`src/rtl/mem_port_pkg.sv`:
```
// Shared types for the memory-port initiator: command/response payloads and FSM states.
package mem_port_pkg;

  typedef struct packed {
    logic [31:0] addr;
    logic [3:0]  we;
    logic [31:0] wdata;
  } mem_cmd_t;

  typedef struct packed {
    logic [31:0] rdata;
    logic        write;
    logic        err;
  } mem_rsp_t;

  typedef enum logic {
    IDLE  = 1'b0,
    ISSUE = 1'b1
  } mip_state_e;

endpackage

```
`src/rtl/mem_cmd_fifo.sv`:
```
// Synchronous command FIFO; pointers carry a wrap bit so full/empty need no extra counter.
module mem_cmd_fifo
  import mem_port_pkg::*;
#(
  parameter int unsigned DEPTH = 2
) (
  input  logic     clk,
  input  logic     rst_n,
  input  logic     push_i,
  input  mem_cmd_t wdata_i,
  input  logic     pop_i,
  output mem_cmd_t rdata_o,
  output logic     full_o,
  output logic     empty_o
);

  localparam int unsigned AW = $clog2(DEPTH);
  localparam logic [AW:0] PTR_ONE = {{AW{1'b0}}, 1'b1};

  logic [AW:0] wr_ptr_q, rd_ptr_q;
  mem_cmd_t    mem_q [DEPTH];

  assign full_o  = (wr_ptr_q[AW] != rd_ptr_q[AW]) && (wr_ptr_q[AW-1:0] == rd_ptr_q[AW-1:0]);
  assign empty_o = (wr_ptr_q == rd_ptr_q);
  assign rdata_o = mem_q[rd_ptr_q[AW-1:0]];

  always_ff @(posedge clk or negedge rst_n) begin
    if (!rst_n) begin
      wr_ptr_q <= '0;
      rd_ptr_q <= '0;
    end else begin
      if (push_i && !full_o) wr_ptr_q <= wr_ptr_q + PTR_ONE;
      if (pop_i && !empty_o) rd_ptr_q <= rd_ptr_q + PTR_ONE;
    end
  end

  // Storage holds only payload, so it needs no reset.
  always_ff @(posedge clk) begin
    if (push_i && !full_o) mem_q[wr_ptr_q[AW-1:0]] <= wdata_i;
  end

endmodule

```
`src/rtl/mem_port_initiator.sv`:
```
// Single-outstanding memory-port initiator: command FIFO in, one port transaction at a time,
// completions out through a one-entry response slot, with a timeout against a hung responder.
module mem_port_initiator
  import mem_port_pkg::*;
#(
  parameter int unsigned CMD_DEPTH = 2,
  parameter int unsigned TIMEOUT   = 256
) (
  input  logic        clk,
  input  logic        rst_n,
  input  logic        req_valid,
  output logic        req_ready,
  input  logic [31:0] req_addr,
  input  logic [3:0]  req_we,
  input  logic [31:0] req_wdata,
  output logic        rsp_valid,
  input  logic        rsp_ready,
  output logic [31:0] rsp_rdata,
  output logic        rsp_write,
  output logic        rsp_err,
  output logic [31:0] maddr,
  output logic        mrd,
  output logic [3:0]  mwr,
  output logic [31:0] mwdata,
  input  logic        mresp,
  input  logic [31:0] mrdata,
  output logic        busy,
  output logic        stray_resp
);

  localparam int unsigned      CNT_W   = (TIMEOUT > 0) ? $clog2(TIMEOUT + 1) : 1;
  localparam logic [CNT_W-1:0] CNT_MAX = CNT_W'(TIMEOUT);
  localparam logic [CNT_W-1:0] CNT_ONE = CNT_W'(1);

  mip_state_e       state_q;
  mem_cmd_t         cmd_q, head;
  mem_rsp_t         rsp_q;
  logic             rsp_valid_q, stray_q;
  logic [CNT_W-1:0] cnt_q, cnt_d;
  logic             fifo_full, fifo_empty, push, pop, slot_free, timeout_hit, in_issue;

  assign in_issue    = (state_q == ISSUE);
  assign req_ready   = rst_n & ~fifo_full;
  assign push        = req_valid & req_ready;
  assign slot_free   = ~rsp_valid_q | rsp_ready;
  assign pop         = ~in_issue & ~fifo_empty & slot_free;
  assign cnt_d       = (cnt_q == CNT_MAX) ? cnt_q : cnt_q + CNT_ONE;
  assign timeout_hit = (TIMEOUT != 0) && (cnt_d == CNT_MAX);

  mem_cmd_fifo #(.DEPTH(CMD_DEPTH)) u_fifo (
    .clk     (clk),
    .rst_n   (rst_n),
    .push_i  (push),
    .wdata_i ('{addr: req_addr, we: req_we, wdata: req_wdata}),
    .pop_i   (pop),
    .rdata_o (head),
    .full_o  (fifo_full),
    .empty_o (fifo_empty)
  );

  always_ff @(posedge clk or negedge rst_n) begin
    if (!rst_n) begin
      state_q     <= IDLE;
      cmd_q       <= '0;
      rsp_q       <= '0;
      rsp_valid_q <= 1'b0;
      cnt_q       <= '0;
      stray_q     <= 1'b0;
    end else begin
      if (rsp_valid_q && rsp_ready) rsp_valid_q <= 1'b0;
      if (mresp && !in_issue) stray_q <= 1'b1;
      unique case (state_q)
        IDLE: begin
          if (pop) begin
            cmd_q   <= head;
            cnt_q   <= '0;
            state_q <= ISSUE;
          end
        end
        ISSUE: begin
          cnt_q <= cnt_d;
          // A response in the same cycle as the timeout still counts as a good completion.
          if (mresp) begin
            rsp_q       <= '{rdata: (cmd_q.we == 4'b0000) ? mrdata : 32'h0,
                             write: |cmd_q.we, err: 1'b0};
            rsp_valid_q <= 1'b1;
            state_q     <= IDLE;
          end else if (timeout_hit) begin
            rsp_q       <= '{rdata: 32'h0, write: |cmd_q.we, err: 1'b1};
            rsp_valid_q <= 1'b1;
            state_q     <= IDLE;
          end
        end
        default: state_q <= IDLE;
      endcase
    end
  end

  // Request strobes drop combinationally in the completion cycle so the responder never sees a repeat.
  assign maddr  = in_issue ? cmd_q.addr : 32'h0;
  assign mwdata = in_issue ? cmd_q.wdata : 32'h0;
  assign mrd    = in_issue & (cmd_q.we == 4'b0000) & ~mresp;
  assign mwr    = (in_issue & ~mresp) ? cmd_q.we : 4'b0000;

  assign rsp_valid  = rsp_valid_q;
  assign rsp_rdata  = rsp_q.rdata;
  assign rsp_write  = rsp_q.write;
  assign rsp_err    = rsp_q.err;
  assign busy       = ~fifo_empty | in_issue | rsp_valid_q;
  assign stray_resp = stray_q;

endmodule

```
`config.mk`:
```
export PLATFORM = sky130hd
export DESIGN_NAME = mem_port_initiator
export DESIGN_NICKNAME = d
export VERILOG_FILES = /design/src/rtl/mem_port_pkg.sv /design/src/rtl/mem_cmd_fifo.sv /design/src/rtl/mem_port_initiator.sv
export SDC_FILE = /design/constraint.sdc
export NUM_CORES = 1
export LEC_CHECK = 0
export BUFFER_PORTS_ARGS = -buffer_cell sky130_fd_sc_hd__buf_2
export CORE_UTILIZATION = 57
export CTS_CLUSTER_SIZE = 25
export DETAILED_ROUTE_END_ITERATION = 12
export HOLD_SLACK_MARGIN = 0.12
export PLACE_DENSITY = 0.92
export SYNTH_ARGS = -nofsm -noshare
export SYNTH_HDL_FRONTEND = slang
export SYNTH_SLANG_ARGS = --single-unit
```
`constraint.sdc`:
```
create_clock -name clk -period 13.09 [get_ports clk]
set_input_delay 0.6545 -clock clk [delete_from_list [all_inputs] [get_ports clk]]
set_output_delay 0.6545 -clock clk [all_outputs]
set_load 0.1 [all_outputs]
```
==> results.py, run 1 <==
metrics = {
    "run_status": {
        "outcome": "complete, no violations",
    },
    "route": {
        "routed_wl_mm": 20.5,
        "dr.pass1.iters": 5,
        "viasPerCell": 5.54,
        "wire_per_inst_um": 17.4,
        "via_count": 6530,
        "drc_errors": 0,
        "drt_iter0_drc": 429,
        "ant_nets": 0,
    },
    "synthesis": {
        "yosysWarnings": 0,
        "synth-edff-count": 136,
        "synth.avg_cell_area_um2": 13.8,
        "synthFlopType": "edfxtp_1",
        "synth_cell_types": 46,
        "synth_seq_cells": 254,
        "syn-num-nets": 840,
        "synth_cells": 733,
        "async_reset_ff_share_pct": 46.5,
        "syn_area_um2": 10100,
        "ys_seq_area_share_pct": 69.6,
    },
    "clock_tree": {
        "post-cts-setup-buffer-count": 0,
        "cts_inserted_buffers": 25,
        "htree_levels": 1,
        "cts_hold_buf": 0,
        "cts_tree": "done",
        "cts.path.max_buffers": 3,
        "post_cts_resized": 0,
        "clockRootBuffer": "clkbuf_16",
        "clk_latency_ns": 0.51,
        "cts.sinks": 254,
        "clk_pin_slew_ns": 0.06,
    },
    "sta": {
        "drv_slew": 0,
        "setup-tns-final_ns": 0,
        "finalCriticalPeriod_ns": 3.28,
        "max_freq_mhz": 305,
        "fin_skew_ns": 0.0123,
        "rsz0062_at_grt": "no",
        "slew_headroom_pct": 15.0,
        "setup_viol": 0,
        "tightest_slew_ns": 1.27,
        "period_share_pct": 25.0,
        "hold_viol": 0,
    },
    "critical_path": {
        "critPathMaxStageDelay_ns": 0.66,
        "critPathMaxFanout": 81,
        "worstSetupPathType": "reg2out",
        "startpoint_type": "flop",
        "critical_path_buf_inv_count": 2,
        "slowest_stage": "dfrtp_4",
        "cp-end-kind": "output port",
        "crit_arrival_ns": 2.62,
        "path_cells": "buf_4, and2_1, buf_2",
        "required_ns": 12.44,
        "critPathTopFamily": "buffers and inverters",
    },
    "cells_and_area": {
        "drive_above_1_share_pct": 28.1,
        "final_nets": 1040,
        "fillers": 1100,
        "syn_to_final_growth_pct": 20.1,
    },
    "placement": {
        "dp_hpwl_mm": 12.6,
        "portBuffers": 211,
        "gp_congestion": 0.811,
    },
    "global_route": {
        "grt_pass1_vias": 6425,
        "grt_max_degree": 110,
        "grt_usage_pct": 22.4,
        "antenna_found_initial": 4,
        "grt.overflow.total": 0,
        "grt_pass1_wl_mm": 31.6,
    },
    "flow_run": {
        "drv_cap": 0,
    },
    "floorplan": {
        "die-area_um2": 18300,
        "ioPinCount": 212,
        "die_h_um": 135,
        "core_area_um2": 17300,
        "die_w_um": 135,
        "placementRows": 48,
        "start_util_pct": 58.4,
    },
    "min_path": {
        "holdCritPathClass": "in2async",
    },
}
==> placed cells by master, fill, tap and decap left out, types with 2 or more instances in the layout <==
cell / instances
buf_2: 210
edfxtp_1: 136
dfrtp_1: 116
nand2_1: 88
o21ai_1: 75
mux2i_1: 68
and2_1: 66
nor2b_1: 33
a221o_1: 32
clkbuf_16: 25
clkbuf_1: 9
xnor2_1: 7
nand3_1: 7
and3_1: 6
buf_4: 6
inv_1: 4
o21ai_0: 4
clkinv_2: 4
xor2_1: 3
nor2_1: 3
nand2b_1: 3
a31oi_1: 3
bufinv_16: 3
diode_2: 2
a21boi_1: 2
a21o_1: 2
nand4_1: 2
ha_1: 2
clkinv_1: 2
dfrtp_4: 2
==> state kept, by name, summed over array words and instances (netlist names) <==
register / cells
rsp_valid: 1
rsp_write: 1
in_issue: 1
u_fifo.wr_ptr_q: 2
rsp_err: 1
u_fifo.mem_q: 136
u_fifo.rd_ptr_q: 2
rsp_rdata: 32
cnt_q: 9
cmd_q: 68
stray_resp: 1
==> cell families after synthesis <==
family / share of synthesized area, %
multiplexers: 6.87
buffers and inverters: 2.01
AO/OA/AOI/OAI: 8.88
adder cells (fa/ha/maj): 0.248
flip-flops: 69.6
XOR/XNOR: 0.867
AND/OR/NAND/NOR: 11.5
==> cell usage after synthesis, drive strengths merged (3+ instances only) <==
| library cell | count | area share [%] |
|---|---|---|
| o21ai | 79 | 3.9 |
| buf | 8 | 0.52 |
| mux2i | 69 | 6.9 |
| a21boi | 3 | 0.22 |
| nor2b | 34 | 2.1 |
| clkbuf | 35 | 1.3 |
| xnor2 | 7 | 0.61 |
| dfrtp | 118 | 29 |
| and2 | 66 | 4.1 |
| inv | 5 | 0.19 |
| xor2 | 3 | 0.26 |
| a31oi | 3 | 0.19 |
| a221o | 32 | 3.2 |
| nor2 | 5 | 0.19 |
| edfxtp | 136 | 40 |
| and3 | 7 | 0.43 |
| nand3 | 7 | 0.35 |
| nand2 | 89 | 3.3 |
| nand2b | 3 | 0.19 |
==> path summary, 6_finish.rpt <==
path                                  endpoint  depth (start not counted)  slack, ns                from
setup reg to reg                     cmd_q[57]                          6      10.28  u_fifo.rd_ptr_q[0]
setup / recovery                     mwdata[8]                          3       9.81            in_issue
hold reg to reg                     stray_resp                          1       0.45          stray_resp
hold / removal                   rsp_rdata[28]                          1       0.22               rst_n
max in group asynchronous            cmd_q[58]                          2      11.56               rst_n
min in group clk           u_fifo.mem_q[1][61]                          1       0.33        req_addr[25]
==> metrics by stage <==
| step | cell area (µm²) | instances | utilization [%] | setup slack, ns | hold WS, ns |
|---|---|---|---|---|---|
| finish | 12100 | 1178 | 70.2 | 9.81 | 0.221 |
| global route | 12100 | 1176 | 70.1 | 9.70 | 0.283 |
| CTS | 12100 | 1176 | 70.1 | 9.80 | 0.245 |
| detailed placement | 11300 | 1131 | 65.5 | 10.04 | 0.439 |
| global placement | 11300 | 1131 | 65.5 | 10.09 | 0.436 |
| floorplan | 10100 | 733 | - | 7.24 | 0.359 |
==> routing by layer <==
layer	GRT usage [%]	part of all wire [%]	vias to the layer above
met2	38.0	50	286
met5	0	0.15	-
li1	-	-	3048
met1	27.9	40	3158
met3	5.84	8.7	34
met4	7.49	1.6	4
==> final cells by class <==
class / instances / area, µm² / area share [%]
multi-input cells: 431 / 2890 / 23.8
clock buffers: 35 / 673 / 5.55
well taps: 225 / 282 / 2.32
flip-flops and latches: 254 / 7040 / 58.1
diodes: 2 / 5.00 / 0.0412
repair buffers: 216 / 1100 / 9.03
clock inverters: 10 / 125 / 1.03
inverters: 5 / 18.8 / 0.155
Power of run 1 is left out: the tool's default activity adds up to more than one toggle a clock period on the data nets, which glitch-free logic cannot reach.
==> run 2, diff against run 1 <==
Settings changed: ABC_AREA set to 1, CORE_UTILIZATION 57 to 49, PLACE_DENSITY 0.92 to 0.85.
Clock period 13.09 ns to 2.9 ns, I/O delays scaled along.
==> results.py, run 2 <==
metrics = {
    "critical_path": {
        "r2r_cells": 13,
        "critPathTopFamily": "buffers and inverters",
        "path_cells": "buf_4, nand2_1, inv_1, buf_2",
        "worstSetupPathType": "reg2out",
        "critPathMaxFanout": 46,
        "ff2ff_setup_slack_ns": 0.80,
        "cp-end-kind": "output port",
        "required_ns": 2.76,
        "critPathMaxStageDelay_ns": 0.77,
        "slowest_stage": "dfrtp_4",
        "startpoint_type": "flop",
        "r2r-start": "cnt_q[0]",
        "crit_arrival_ns": 2.38,
        "critical_path_buf_inv_count": 3,
        "r2r_end": "rsp_rdata[22]",
    },
    "global_route": {
        "grt_usage_pct": 23.2,
        "grt_max_degree": 88,
        "grt.overflow.total": 0,
        "grt_pass1_wl_mm": 38.8,
        "grt_pass1_vias": 7964,
        "antenna_found_initial": 1,
    },
    "synthesis": {
        "synth_cells": 926,
        "synth_cell_types": 27,
        "synthFlopType": "edfxtp_1",
        "yosysWarnings": 0,
        "syn-num-nets": 1033,
        "synth_seq_cells": 254,
        "synth_common_cells": "nand2_1, edfxtp_1, dfrtp_1",
        "ys_seq_area_share_pct": 70.2,
        "synth_top_area_share_pct": 40.7,
        "synth_area_leader_cell": "edfxtp_1",
        "syn_area_um2": 10000,
        "async_reset_ff_share_pct": 46.5,
        "synth.avg_cell_area_um2": 10.8,
        "ys_top_cells_by_area": "edfxtp_1, dfrtp_1, nand2_1, a31oi_1, inv_1",
        "synth.most_common_cell": "nand2_1",
        "synth-edff-count": 136,
    },
    "placement": {
        "dp_hpwl_mm": 13.9,
        "gp_congestion": 0.901,
        "place_inst": 1362,
        "portBuffers": 211,
    },
    "sta": {
        "finalCriticalPeriod_ns": 2.53,
        "period_share_pct": 87.2,
        "hold_viol": 0,
        "drv_slew": 0,
        "tightest_slew_ns": 0.793,
        "setup_viol": 0,
        "max_freq_mhz": 396,
        "slew_headroom_pct": 47.1,
        "setup-tns-final_ns": 0,
        "rsz0062_at_grt": "no",
        "fin_skew_ns": 0.0240,
    },
    "run_status": {
        "outcome": "complete, no violations",
    },
    "clock_tree": {
        "cts_hold_buf": 105,
        "post-cts-setup-buffer-count": 0,
        "post_cts_resized": 0,
        "clk_pin_slew_ns": 0.06,
        "htree_levels": 1,
        "cts_tree": "done",
        "cts_inserted_buffers": 26,
        "clockRootBuffer": "clkbuf_16",
        "cts.sinks": 254,
        "clk_latency_ns": 0.54,
        "cts.path.max_buffers": 3,
    },
    "floorplan": {
        "placementRows": 51,
        "ioPinCount": 212,
        "die_h_um": 145,
        "start_util_pct": 50.7,
        "die_w_um": 145,
        "die-area_um2": 21000,
        "core_area_um2": 19800,
    },
    "route": {
        "wire_per_inst_um": 16.2,
        "routed.top_layer": "met4",
        "m1WireLength_mm": 9.16,
        "via_count": 7836,
        "dr.pass1.iters": 7,
        "drc_errors": 0,
        "dr_wl_met2_mm": 13.0,
        "met3_wirelength_mm": 1.74,
        "drt_iter0_drc": 456,
        "ant_nets": 0,
        "routed_wl_mm": 24.6,
        "viasPerCell": 5.17,
    },
    "min_path": {
        "holdCritPathClass": "in2reg",
        "min_to": "rsp_rdata[25]",
        "min_from": "mresp",
        "hold_depth": 3,
    },
    "cells_and_area": {
        "stdcell_count": 1516,
        "mostFrequentLayoutCells": "nand2_1, buf_2, edfxtp_1",
        "largest_reg_flops": 136,
        "mostFrequentLayoutCell": "nand2_1",
        "drive_above_1_share_pct": 24.2,
        "syn_to_final_growth_pct": 33.5,
        "final_nets": 1337,
    },
    "flow_run": {
        "drv_cap": 0,
    },
}
## run 2: cell count changes after synthesis, moves of 65 or more
cell,before,now
nor2_1,5,83
o21ai_1,75,0
a31oi_1,3,68
and2_1,66,0
mux2i_1,68,0
inv_1,4,87
nand2_1,89,291
## run 2: logic make-up after synthesis
logic type / Yosys count / share of synthesized area [%]
adders and majority gates: 2 / 0.250
xor gates and xnor gates: 6 / 0.524
buffers and inverters: 143 / 5.79
and+or+nand+nor: 437 / 18.0
DFF: 254 / 70.2
AOI/OAI and AO/OA: 84 / 5.24
## run 2: worst max-delay path by stage
| stage | endpoint | start | cells after the start |
|---|---|---|---|
| 2_1_floorplan | u_fifo.mem_q[1][0] | u_fifo.wr_ptr_q[1] | 5 |
| 3_3_place_gp | mwdata[10] | in_issue | 4 |
| 3_5_place_dp | rsp_rdata[27] | cnt_q[0] | 13 |
| 4_1_cts | busy | in_issue | 3 |
| 5_1_grt | mwdata[14] | in_issue | 4 |
| 6_report | mwdata[2] | in_issue | 4 |
## run 2: per-layer routing
layer | track usage [%] | vias to the layer above
met5 | 0 | -
met4 | 9.41 | 0
met3 | 4.59 | 55
met2 | 43.3 | 350
met1 | 25.6 | 3761
li1 | - | 3670
## run 2: layout make-up
cell class	instances	area, µm²
diodes	1	2.50
clock buffers	30	706
clock inverters	18	245
fillers	1403	6400
inverters	91	344
multi-input cells	529	2460
flip-flops and latches	254	7040
well taps	265	332
repair buffers	328	2250
## run 2: stage by stage
step	util [%]	setup slack [ns]	cell area, µm²	hold WS [ns]
final	67.7	0.372	13400	0.186
after global routing	67.7	0.295	13400	0.187
after CTS	67.6	0.368	13400	0.143
after detailed placement	57.5	0.868	11400	0.104
after global placement	57.5	0.975	11400	0.102
after floorplan	-	-0.0360	10100	-0.151
## run 2: tightest hold or removal path, delay by kind of cell
kind,cells,cell delay [ns]
simple gates,2,0.23
buf+inv,1,0.29
Power of run 2 is left out for the same reason.
